$ cat src/rtl/tme_frame_sequencer_pkg.sv
// Shared types and defaults for the transmission-estimation frame sequencer.
// Holds the FSM state encoding and the result width.
package tme_frame_sequencer_pkg;

  localparam int IMG_W_DEF = 640;
  localparam int IMG_H_DEF = 480;
  localparam int LAT_DEF   = 3;
  localparam int TX_W      = 12;

  typedef enum logic [2:0] {
    S_IDLE,
    S_LOAD_A,
    S_RUN,
    S_DRAIN,
    S_DONE
  } state_t;

endpackage

$ cat src/rtl/tme_result_fifo.sv
// Small power-of-two result buffer; head reads as zero when empty.
// Pop on an empty buffer is ignored.
module tme_result_fifo #(
  parameter int DEPTH = 4,
  parameter int DW    = 13,
  localparam int AW   = $clog2(DEPTH)
) (
  input  logic          i_clk,
  input  logic          i_rst_n,
  input  logic          i_push,
  input  logic [DW-1:0] i_data,
  input  logic          i_pop,
  output logic [DW-1:0] o_data,
  output logic          o_empty,
  output logic [AW:0]   o_count
);

  logic [DW-1:0] r_mem [DEPTH];
  logic [AW-1:0] r_wp;
  logic [AW-1:0] r_rp;
  logic [AW:0]   r_cnt;
  logic          w_pop;

  assign w_pop   = i_pop && (r_cnt != '0);
  assign o_empty = (r_cnt == '0);
  assign o_count = r_cnt;
  assign o_data  = o_empty ? '0 : r_mem[r_rp];

  always_ff @(posedge i_clk) begin
    if (!i_rst_n) begin
      r_wp  <= '0;
      r_rp  <= '0;
      r_cnt <= '0;
    end else begin
      if (i_push) r_wp <= r_wp + 1'b1;
      if (w_pop)  r_rp <= r_rp + 1'b1;
      if (i_push && !w_pop) r_cnt <= r_cnt + 1'b1;
      if (!i_push && w_pop) r_cnt <= r_cnt - 1'b1;
    end
  end

  always_ff @(posedge i_clk) begin
    if (i_push) r_mem[r_wp] <= i_data;
  end

endmodule

$ cat src/rtl/tme_frame_sequencer.sv
// Frame sequencer: latches atmospheric light, feeds windows to the
// estimation datapath with credit-based backpressure, buffers results.
module tme_frame_sequencer
  import tme_frame_sequencer_pkg::*;
#(
  parameter int IMG_W      = IMG_W_DEF,
  parameter int IMG_H      = IMG_H_DEF,
  parameter int LAT        = LAT_DEF,
  parameter int FIFO_DEPTH = 4
) (
  input  logic            i_clk,
  input  logic            i_rst_n,
  input  logic            i_start,
  input  logic            i_mode_en,
  input  logic            i_a_valid,
  input  logic [7:0]      i_a_r,
  input  logic [7:0]      i_a_g,
  input  logic [7:0]      i_a_b,
  input  logic            i_win_valid,
  output logic            o_win_ready,
  output logic            o_dp_load,
  output logic            o_dp_en,
  output logic [7:0]      o_dp_ar,
  output logic [7:0]      o_dp_ag,
  output logic [7:0]      o_dp_ab,
  input  logic [TX_W-1:0] i_dp_tx,
  output logic            o_out_valid,
  input  logic            i_out_ready,
  output logic [TX_W-1:0] o_out_tx,
  output logic            o_out_last,
  output logic            o_busy,
  output logic            o_frame_done
);

  localparam int CW  = (IMG_W > 1) ? $clog2(IMG_W) : 1;
  localparam int RW  = (IMG_H > 1) ? $clog2(IMG_H) : 1;
  localparam int FAW = $clog2(FIFO_DEPTH);
  localparam logic [CW-1:0] COL_MAX = CW'(IMG_W - 1);
  localparam logic [RW-1:0] ROW_MAX = RW'(IMG_H - 1);

  state_t        r_state;
  state_t        w_next;
  logic [CW-1:0] r_col;
  logic [RW-1:0] r_row;
  logic [LAT-1:0] r_vld;
  logic [LAT-1:0] r_lst;
  logic          r_dp_en;
  logic [7:0]    r_ar;
  logic [7:0]    r_ag;
  logic [7:0]    r_ab;
  logic [FAW:0]  w_cnt;
  logic          w_empty;
  logic [TX_W:0] w_head;
  logic [31:0]   w_infl;
  logic          w_ready;
  logic          w_load;
  logic          w_last;
  logic          w_accept;

  always_comb begin
    w_infl = '0;
    for (int k = 0; k < LAT; k++) begin
      w_infl = w_infl + 32'(r_vld[k]);
    end
  end

  // Credit check: buffered plus in-flight results must leave room
  assign w_ready  = (r_state == S_RUN) &&
                    ((32'(w_cnt) + w_infl) < 32'(FIFO_DEPTH));
  assign w_load   = i_win_valid && w_ready;
  assign w_last   = w_load && (r_col == COL_MAX) &&
                    (r_row == ROW_MAX);
  assign w_accept = (r_state == S_IDLE) && i_start;

  always_ff @(posedge i_clk) begin
    if (!i_rst_n) r_state <= S_IDLE;
    else          r_state <= w_next;
  end

  always_comb begin
    w_next       = r_state;
    o_busy       = (r_state != S_IDLE);
    o_frame_done = (r_state == S_DONE);
    unique case (r_state)
      S_IDLE:   if (i_start)   w_next = S_LOAD_A;
      S_LOAD_A: if (i_a_valid) w_next = S_RUN;
      S_RUN:    if (w_last)    w_next = S_DRAIN;
      S_DRAIN:  if (w_infl == 0 && w_empty) w_next = S_DONE;
      S_DONE:   w_next = S_IDLE;
      default:  w_next = S_IDLE;
    endcase
  end

  always_ff @(posedge i_clk) begin
    if (!i_rst_n) begin
      r_dp_en <= 1'b0;
      r_ar    <= '0;
      r_ag    <= '0;
      r_ab    <= '0;
      r_col   <= '0;
      r_row   <= '0;
      r_vld   <= '0;
      r_lst   <= '0;
    end else begin
      if (w_accept) begin
        r_dp_en <= i_mode_en;
        r_col   <= '0;
        r_row   <= '0;
      end
      if (r_state == S_LOAD_A && i_a_valid) begin
        r_ar <= i_a_r;
        r_ag <= i_a_g;
        r_ab <= i_a_b;
      end
      r_vld <= (r_vld << 1) | LAT'(w_load);
      r_lst <= (r_lst << 1) | LAT'(w_last);
      if (w_load) begin
        if (r_col == COL_MAX) begin
          r_col <= '0;
          r_row <= (r_row == ROW_MAX) ? '0 : r_row + 1'b1;
        end else begin
          r_col <= r_col + 1'b1;
        end
      end
    end
  end

  tme_result_fifo #(
    .DEPTH (FIFO_DEPTH),
    .DW    (TX_W + 1)
  ) u_fifo (
    .i_clk   (i_clk),
    .i_rst_n (i_rst_n),
    .i_push  (r_vld[LAT-1]),
    .i_data  ({r_lst[LAT-1], i_dp_tx}),
    .i_pop   (i_out_ready),
    .o_data  (w_head),
    .o_empty (w_empty),
    .o_count (w_cnt)
  );

  assign o_win_ready = w_ready;
  assign o_dp_load   = w_load;
  assign o_dp_en     = r_dp_en;
  assign o_dp_ar     = r_ar;
  assign o_dp_ag     = r_ag;
  assign o_dp_ab     = r_ab;
  assign o_out_valid = !w_empty;
  assign o_out_tx    = w_head[TX_W-1:0];
  assign o_out_last  = w_head[TX_W];

endmodule

$ cat config.mk
export PLATFORM = sky130hd
export DESIGN_NAME = tme_frame_sequencer
export DESIGN_NICKNAME = d
export VERILOG_FILES = /design/src/rtl/tme_frame_sequencer_pkg.sv /design/src/rtl/tme_result_fifo.sv /design/src/rtl/tme_frame_sequencer.sv
export SDC_FILE = /design/constraint.sdc
export NUM_CORES = 1
export LEC_CHECK = 0
export BUFFER_PORTS_ARGS = -buffer_cell sky130_fd_sc_hd__buf_2
export CAP_MARGIN = 20
export CORE_AREA = 2 2 119 121
export CTS_CLUSTER_DIAMETER = 200
export DETAILED_ROUTE_END_ITERATION = 8
export DIE_AREA = 0 0 121 123
export GPL_TIMING_DRIVEN = 0
export HOLD_SLACK_MARGIN = 0.15
export MAX_ROUTING_LAYER = met4
export SLEW_MARGIN = 30
export SYNTH_ARGS = -nofsm -noshare
export SYNTH_HDL_FRONTEND = slang
export SYNTH_SLANG_ARGS = --single-unit
$ cat constraint.sdc
create_clock -name i_clk -period 2.35 [get_ports i_clk]
set_input_delay 0.3525 -clock i_clk [delete_from_list [all_inputs] [get_ports i_clk]]
set_output_delay 0.3525 -clock i_clk [all_outputs]
set_load 0.05 [all_outputs]
**Yosys cells after proc, flatten, opt, wreduce, memory -nomap -nowiden**

Memories as Yosys holds them, arrays and structs flattened. A register that Yosys moved wholly into a read port is not among the register bits.
Index checks and enable logic that the tools add are counted.
Widths: inputs -> output; s select.

- $add $sub $neg: 9
- $mul: 0
- Divide/modulo/power cells: 0
- $lt $le $gt $ge: 1
- Equal/unequal tests: 10
- Shift operators: 0
- Muxes and demuxes: 19
- Bitwise gates (word level): 2
- Reductions and logical operators: 21

Operators with widths:

| operator | count |
|---|---|
| $mux 9 | 4 |
| $logic_not 32->1 | 1 |
| $mux 10 | 3 |
| $mux 3 | 6 |
| $mux 13 | 1 |
| $pmux 3 s4 | 1 |
| $add 10x1->10 const B | 1 |
| $eq 10x10->1 const B | 1 |
| $logic_and 1x1->1 | 10 |
| $add 9x1->9 const B | 1 |
| $eq 9x9->1 const B | 1 |
| $ne 2x2->1 const B | 4 |
| $eq 3x2->1 const B | 2 |
| $logic_not 3->1 | 2 |
| $or 3x1->3 | 2 |
| $reduce_bool 3->1 | 2 |
| $add 2x1->2 const B | 2 |
| $add 3x3->4 | 1 |
| $lt 4x3->1 const B | 1 |
| $mux 2 | 2 |
| $reduce_and 4->1 | 1 |
| $reduce_bool 2->1 | 2 |
| $add 2x1->3 | 1 |
| $add 3x1->3 const B | 1 |
| 6 further kinds | 9 |

- Register bits after elaboration: 60
- Bits in latches: 0
- Bits in writable memories: 52
- Bits in read-only memories: 0
- Input bits: 43
- Word-level logic and storage cells: 75
- Memories: 1

Memory list:

| name | words | width | read ports | clocked after memory_dff | wr ports | line | text |
|---|---|---|---|---|---|---|---|
| u_fifo.r_mem | 4 | 13 | 1 | 1 | 1 | tme_result_fifo.sv:18 | `logic [DW-1:0] r_mem [DEPTH];` |

**Depth between registers and ports, before layout**

- Word-level depth: 10
- Mapped depth: 8
- Gate-level depth less buffers: 8

**Hierarchy**

From an unflattened synthesis, not the netlist that was laid out.

- Cells, all modules: 424
- Area, all modules: 4913.5 µm²

By module, submodules not included:

| module | times used | cells an instance | area each (µm²) |
|---|---|---|---|
| tme_result_fifo | 1 | 129 | 2514.9 |
| tme_frame_sequencer | 1 | 295 | 2398.6 |

**Least setup slack after synthesis**

Ideal clock, no wire load.

- Kind: reg2out
- From: reg r_vld[2]
- To: out o_win_ready
- Data arrival time: 2.275 ns
- Slack: -0.278 ns
- Stages on the path, launching flop included: 6
- Buffers on the path: 0
- Cells stage by stage: dfxtp_1 fa_1 ha_1 nand3_1 nand2_1 nor3_1

- Cells in the longest elaborated chain, start to end: 4

Ends and longest elaborated chain:

| element | line | text |
|---|---|---|
| start: declaration | tme_frame_sequencer.sv:45 | `logic [LAT-1:0] r_vld;` |
| start signal: assignment | tme_frame_sequencer.sv:115 | `r_vld <= (r_vld << 1) \| LAT'(w_load);` |
| $add 2x1->3 | tme_frame_sequencer.sv:63 | `w_infl = w_infl + 32'(r_vld[k]);` |
| $add 3x3->4 | tme_frame_sequencer.sv:69 | `((32'(w_cnt) + w_infl) < 32'(FIFO_DEPTH));` |
| $lt 4x3->1 | tme_frame_sequencer.sv:69 |  |
| $logic_and 1x1->1 | tme_frame_sequencer.sv:68 | `assign w_ready = (r_state == S_RUN) &&` |
| end: declaration | tme_frame_sequencer.sv:20 | `output logic o_win_ready,` |

No other way between the ends.

**Worst setup path in the final report**

- From: reg r_vld[0]
- To: out o_win_ready

- Cells in the longest elaborated chain, start to end: 5

Ends and longest elaborated chain:

| element | line |
|---|---|
| $add 1x1->2 | tme_frame_sequencer.sv:63 |
| $add 2x1->3 | tme_frame_sequencer.sv:63 |
| $add 3x3->4 | tme_frame_sequencer.sv:69 |
| $lt 4x3->1 | tme_frame_sequencer.sv:69 |
| $logic_and 1x1->1 | tme_frame_sequencer.sv:68 |

No other way between the ends.

==> results.sh <==
export IMPL_die_height_um=123
export IMPL_grt_pass1_vias=3278
export IMPL_path_class="reg -> out"
export IMPL_diodes=0
export IMPL_core_area_mm2=0.01361
export IMPL_worstPathCellList="fa_2 > ha_4 > nand3_4 > nand2_2 > nor3_2 > buf_6"
export IMPL_p_per_area_mw_per_mm2=813.7
export IMPL_drc=0
export IMPL_r2r_end="r_row[4]"
export IMPL_die_area_mm2=0.01488
export IMPL_seqPwrFrac_pct=43.0
export IMPL_maxCapViolations=0
export IMPL_synth_top_cell_by_area="edfxtp_1"
export IMPL_vdd_drop_max_uv=561.1
export IMPL_clockPowerShare_pct=49.3
export IMPL_slew_violations=0
export IMPL_dp_cells=661
export IMPL_nets=568
export IMPL_outcome="completed"
export IMPL_finalHoldViolCount=0
export IMPL_p_int_mw=3.775
export IMPL_p_sw_share_pct=23.71
export IMPL_r2r_start="r_vld[0]"
export IMPL_syn_to_final_growth_pct=31.35
export IMPL_clkTransAtPathRegs_ns=0.05
export IMPL_fmax_mhz=440.6
export IMPL_synth_flop_cell="dfxtp_1"
export IMPL_gp_congestion=0.8182
export IMPL_slew_headroom_pct=52.12
export IMPL_crit_buf_inv=1
export IMPL_layout_drive_gt1_share_pct=30.68
export IMPL_portBuffers=85
export IMPL_instances_no_fill=708
export IMPL_period_share_pct=96.58
export IMPL_cts_tree="done"
export IMPL_critPathMaxStageDelay_ns=0.41
export IMPL_worstHoldEndpoint="u_fifo.r_mem[3][2]"
export IMPL_critical_path_top_delay_family="adder cells"
export IMPL_grt_antenna_before_repair=0
export IMPL_finalClockSkew_ns=0.004707
export IMPL_min_period_ns=2.270
export IMPL_overflow=0
export IMPL_crit_path_end_kind="primary output"
export IMPL_h_tree_depth=4
export IMPL_boundaryPins=86
export IMPL_wire_per_inst_um=13.76
export IMPL_synth_top_area_share_pct=33.73
export IMPL_ff2ff_path_depth=7
export IMPL_hp_class="in -> reg"
export IMPL_num_fill_cells=1258
export IMPL_grt_usage_pct=14.15
export IMPL_avgViaCountPerCell=4.689
export IMPL_rrSetupSlack_ns=0.12
export IMPL_root_buffer="clkbuf_16"
export IMPL_layout_commonest_cell="buf_2"
export IMPL_arrival_ns=1.92
export IMPL_fin_area_mm2=0.006081
export IMPL_setup_viol=0
export IMPL_synth_area_leaders="edfxtp_1, dfxtp_1, mux4_2"
export IMPL_postRouteAntennaNets=0
export IMPL_start_util_pct=34.01
export IMPL_syn_nets=449
export IMPL_cp_data_required_time_ns=2.00
export IMPL_drt_first_pass_iters=4
export IMPL_clock_latency_ns=0.41
export IMPL_synth_distinct_cells=48
export IMPL_place_area_mm2=0.005285
export IMPL_multiInputGateArea_mm2=0.001759
export IMPL_leakagePower_nw=2.308
export IMPL_ys_async_sr_fraction_pct=0
export IMPL_numCtsBuffers=17
export IMPL_holdPathStages=1
export IMPL_drt_initial_drc_count=157
export IMPL_syn_inst=396
export IMPL_die_w_um=121
export IMPL_p_switching_mw=1.173
export IMPL_slowest_stage="fa_2"
export IMPL_clock_sinks=114
export IMPL_mostFrequentLayoutCells="buf_2, nand2_1, dfxtp_1, edfxtp_1, a21oi_1"
export IMPL_grt_pass1_wl_um=15790
export IMPL_seqCellArea_mm2=0.002813
export IMPL_combPwrFrac_pct=7.8
export IMPL_cts_buffer_depth=2
export IMPL_grt_max_degree=17
export IMPL_rows=43
export IMPL_yosysWarnings=0
export IMPL_synth_edff_count=52
export IMPL_hp_start="i_dp_tx[2]"
export IMPL_routed_wl_um=9744
export IMPL_vias=3320
export IMPL_path_max_fanout=3
export IMPL_worstMarginPinSlew_ns=0.7182
export IMPL_synth_seq_cells=114
export IMPL_syn_area_mm2=0.004629
export IMPL_hpwlAfterDp_um=6611
export IMPL_seq_area_frac_synth_pct=60.54
export IMPL_startpoint_type="register"
export IMPL_avgSynthCellArea_um2=11.69
[power groups by stage]
stage	logic (mW)	clock network [mW]	registers, mW
4_1_cts	0.380	2.49	2.13
3_5_place_dp	0.361	0	2.17
6_report	0.385	2.44	2.13
3_3_place_gp	0.356	0	2.17
5_1_grt	0.417	2.59	2.13
2_1_floorplan	0.161	0	2.25
[repair_timing]
action,CTS,global route
setup buffers,3,2
hold buffers,9,1
endpoints found under the hold margin,36,4
endpoints found under the setup margin,13,13
gates resized for setup,15,10
pin swaps,2,1
[layout make-up]
cell class | count | share of cell area, %
flip-flops and latches | 114 | 46.26
multi-input cells | 254 | 28.93
repair buffers | 100 | 9.527
clock buffers | 17 | 6.996
well taps | 180 | 3.704
clock inverters | 15 | 2.325
plain buffers | 15 | 1.420
inverters | 13 | 0.8436
[worst reg2reg max path, stage by stage, from the launching register on]
cell      delay [ns]
dfxtp_2         0.33
fa_2            0.41
ha_4            0.19
and4bb_2        0.29
nand3_2         0.17
nor2_1          0.45
and3_1          0.24
a221o_1         0.10
[cell usage after synthesis (5+ instances only)]
cell and n:
clkbuf_1 9, and2_1 24, o21ai_0 8, mux4_2 13, nand3_1 12, a21oi_1 39, nand2_1 63, or3_1 5
nor2_1 18, nor3_1 6, a31oi_1 5, ha_1 8, dfxtp_1 62, inv_1 12, and3_1 6, edfxtp_1 52
[flip-flops by register name (all words and copies together) (netlist names), 3 cells and up, named ones only]
signal / flops
u_fifo.o_count: 3
r_state: 3
r_lst: 3
u_fifo.r_mem: 52
r_row: 9
o_dp_ag: 8
o_dp_ab: 8
r_col: 10
o_dp_ar: 8
r_vld: 3
[metal layers]
metal | vias up | global-route usage [%] | part of all wire [%] | wire length, um
met5 | - | - | 0 | 0
met4 | 0 | 4.506 | 1.3 | 123
met3 | 18 | 5.812 | 5.6 | 548
met2 | 93 | 21.84 | 46 | 4505
met1 | 1547 | 16.95 | 47 | 4566
li1 | 1662 | - | - | -
[worst max path at each step]
stage                        start  slack, ns          end  depth (start not counted)
after floorplan           r_vld[2]       0.11     r_row[4]                          7
after global placement    r_vld[2]       0.05     r_row[4]                          7
after detailed placement  r_vld[2]      -0.01     r_row[4]                          7
after CTS                 r_vld[0]       0.02  o_win_ready                          6
after global routing      r_vld[0]     -0.002    o_dp_load                          6
final                     r_vld[0]       0.08  o_win_ready                          6
[kinds of logic after synthesis]
| logic type | synth area share, % |
|---|---|
| AND/OR/NAND/NOR | 17.54 |
| multiplexers | 7.676 |
| buffers and inverters | 2.567 |
| AO/OA/AOI/OAI | 7.514 |
| XOR/XNOR | 1.135 |
| adder cells (fa/ha/maj) | 3.027 |
| flip-flops | 60.54 |
[per-stage QoR]
stage               hold slack, ns  utilization (%)  setup TNS (ns)  total power, mW  setup slack (ns)
finish                      0.1789            44.67               0            4.948           0.08041
detailed placement          0.4194            38.83        -0.01344            2.528          -0.01344
floorplan                   0.4118                -               0            2.413            0.1098
global route                0.1551            44.67       -0.001962            5.130         -0.001962
global placement            0.4138            38.83               0            2.522           0.05472
CTS                         0.1518            44.20               0            4.995           0.01880
Power figures use the tool's default switching activity.
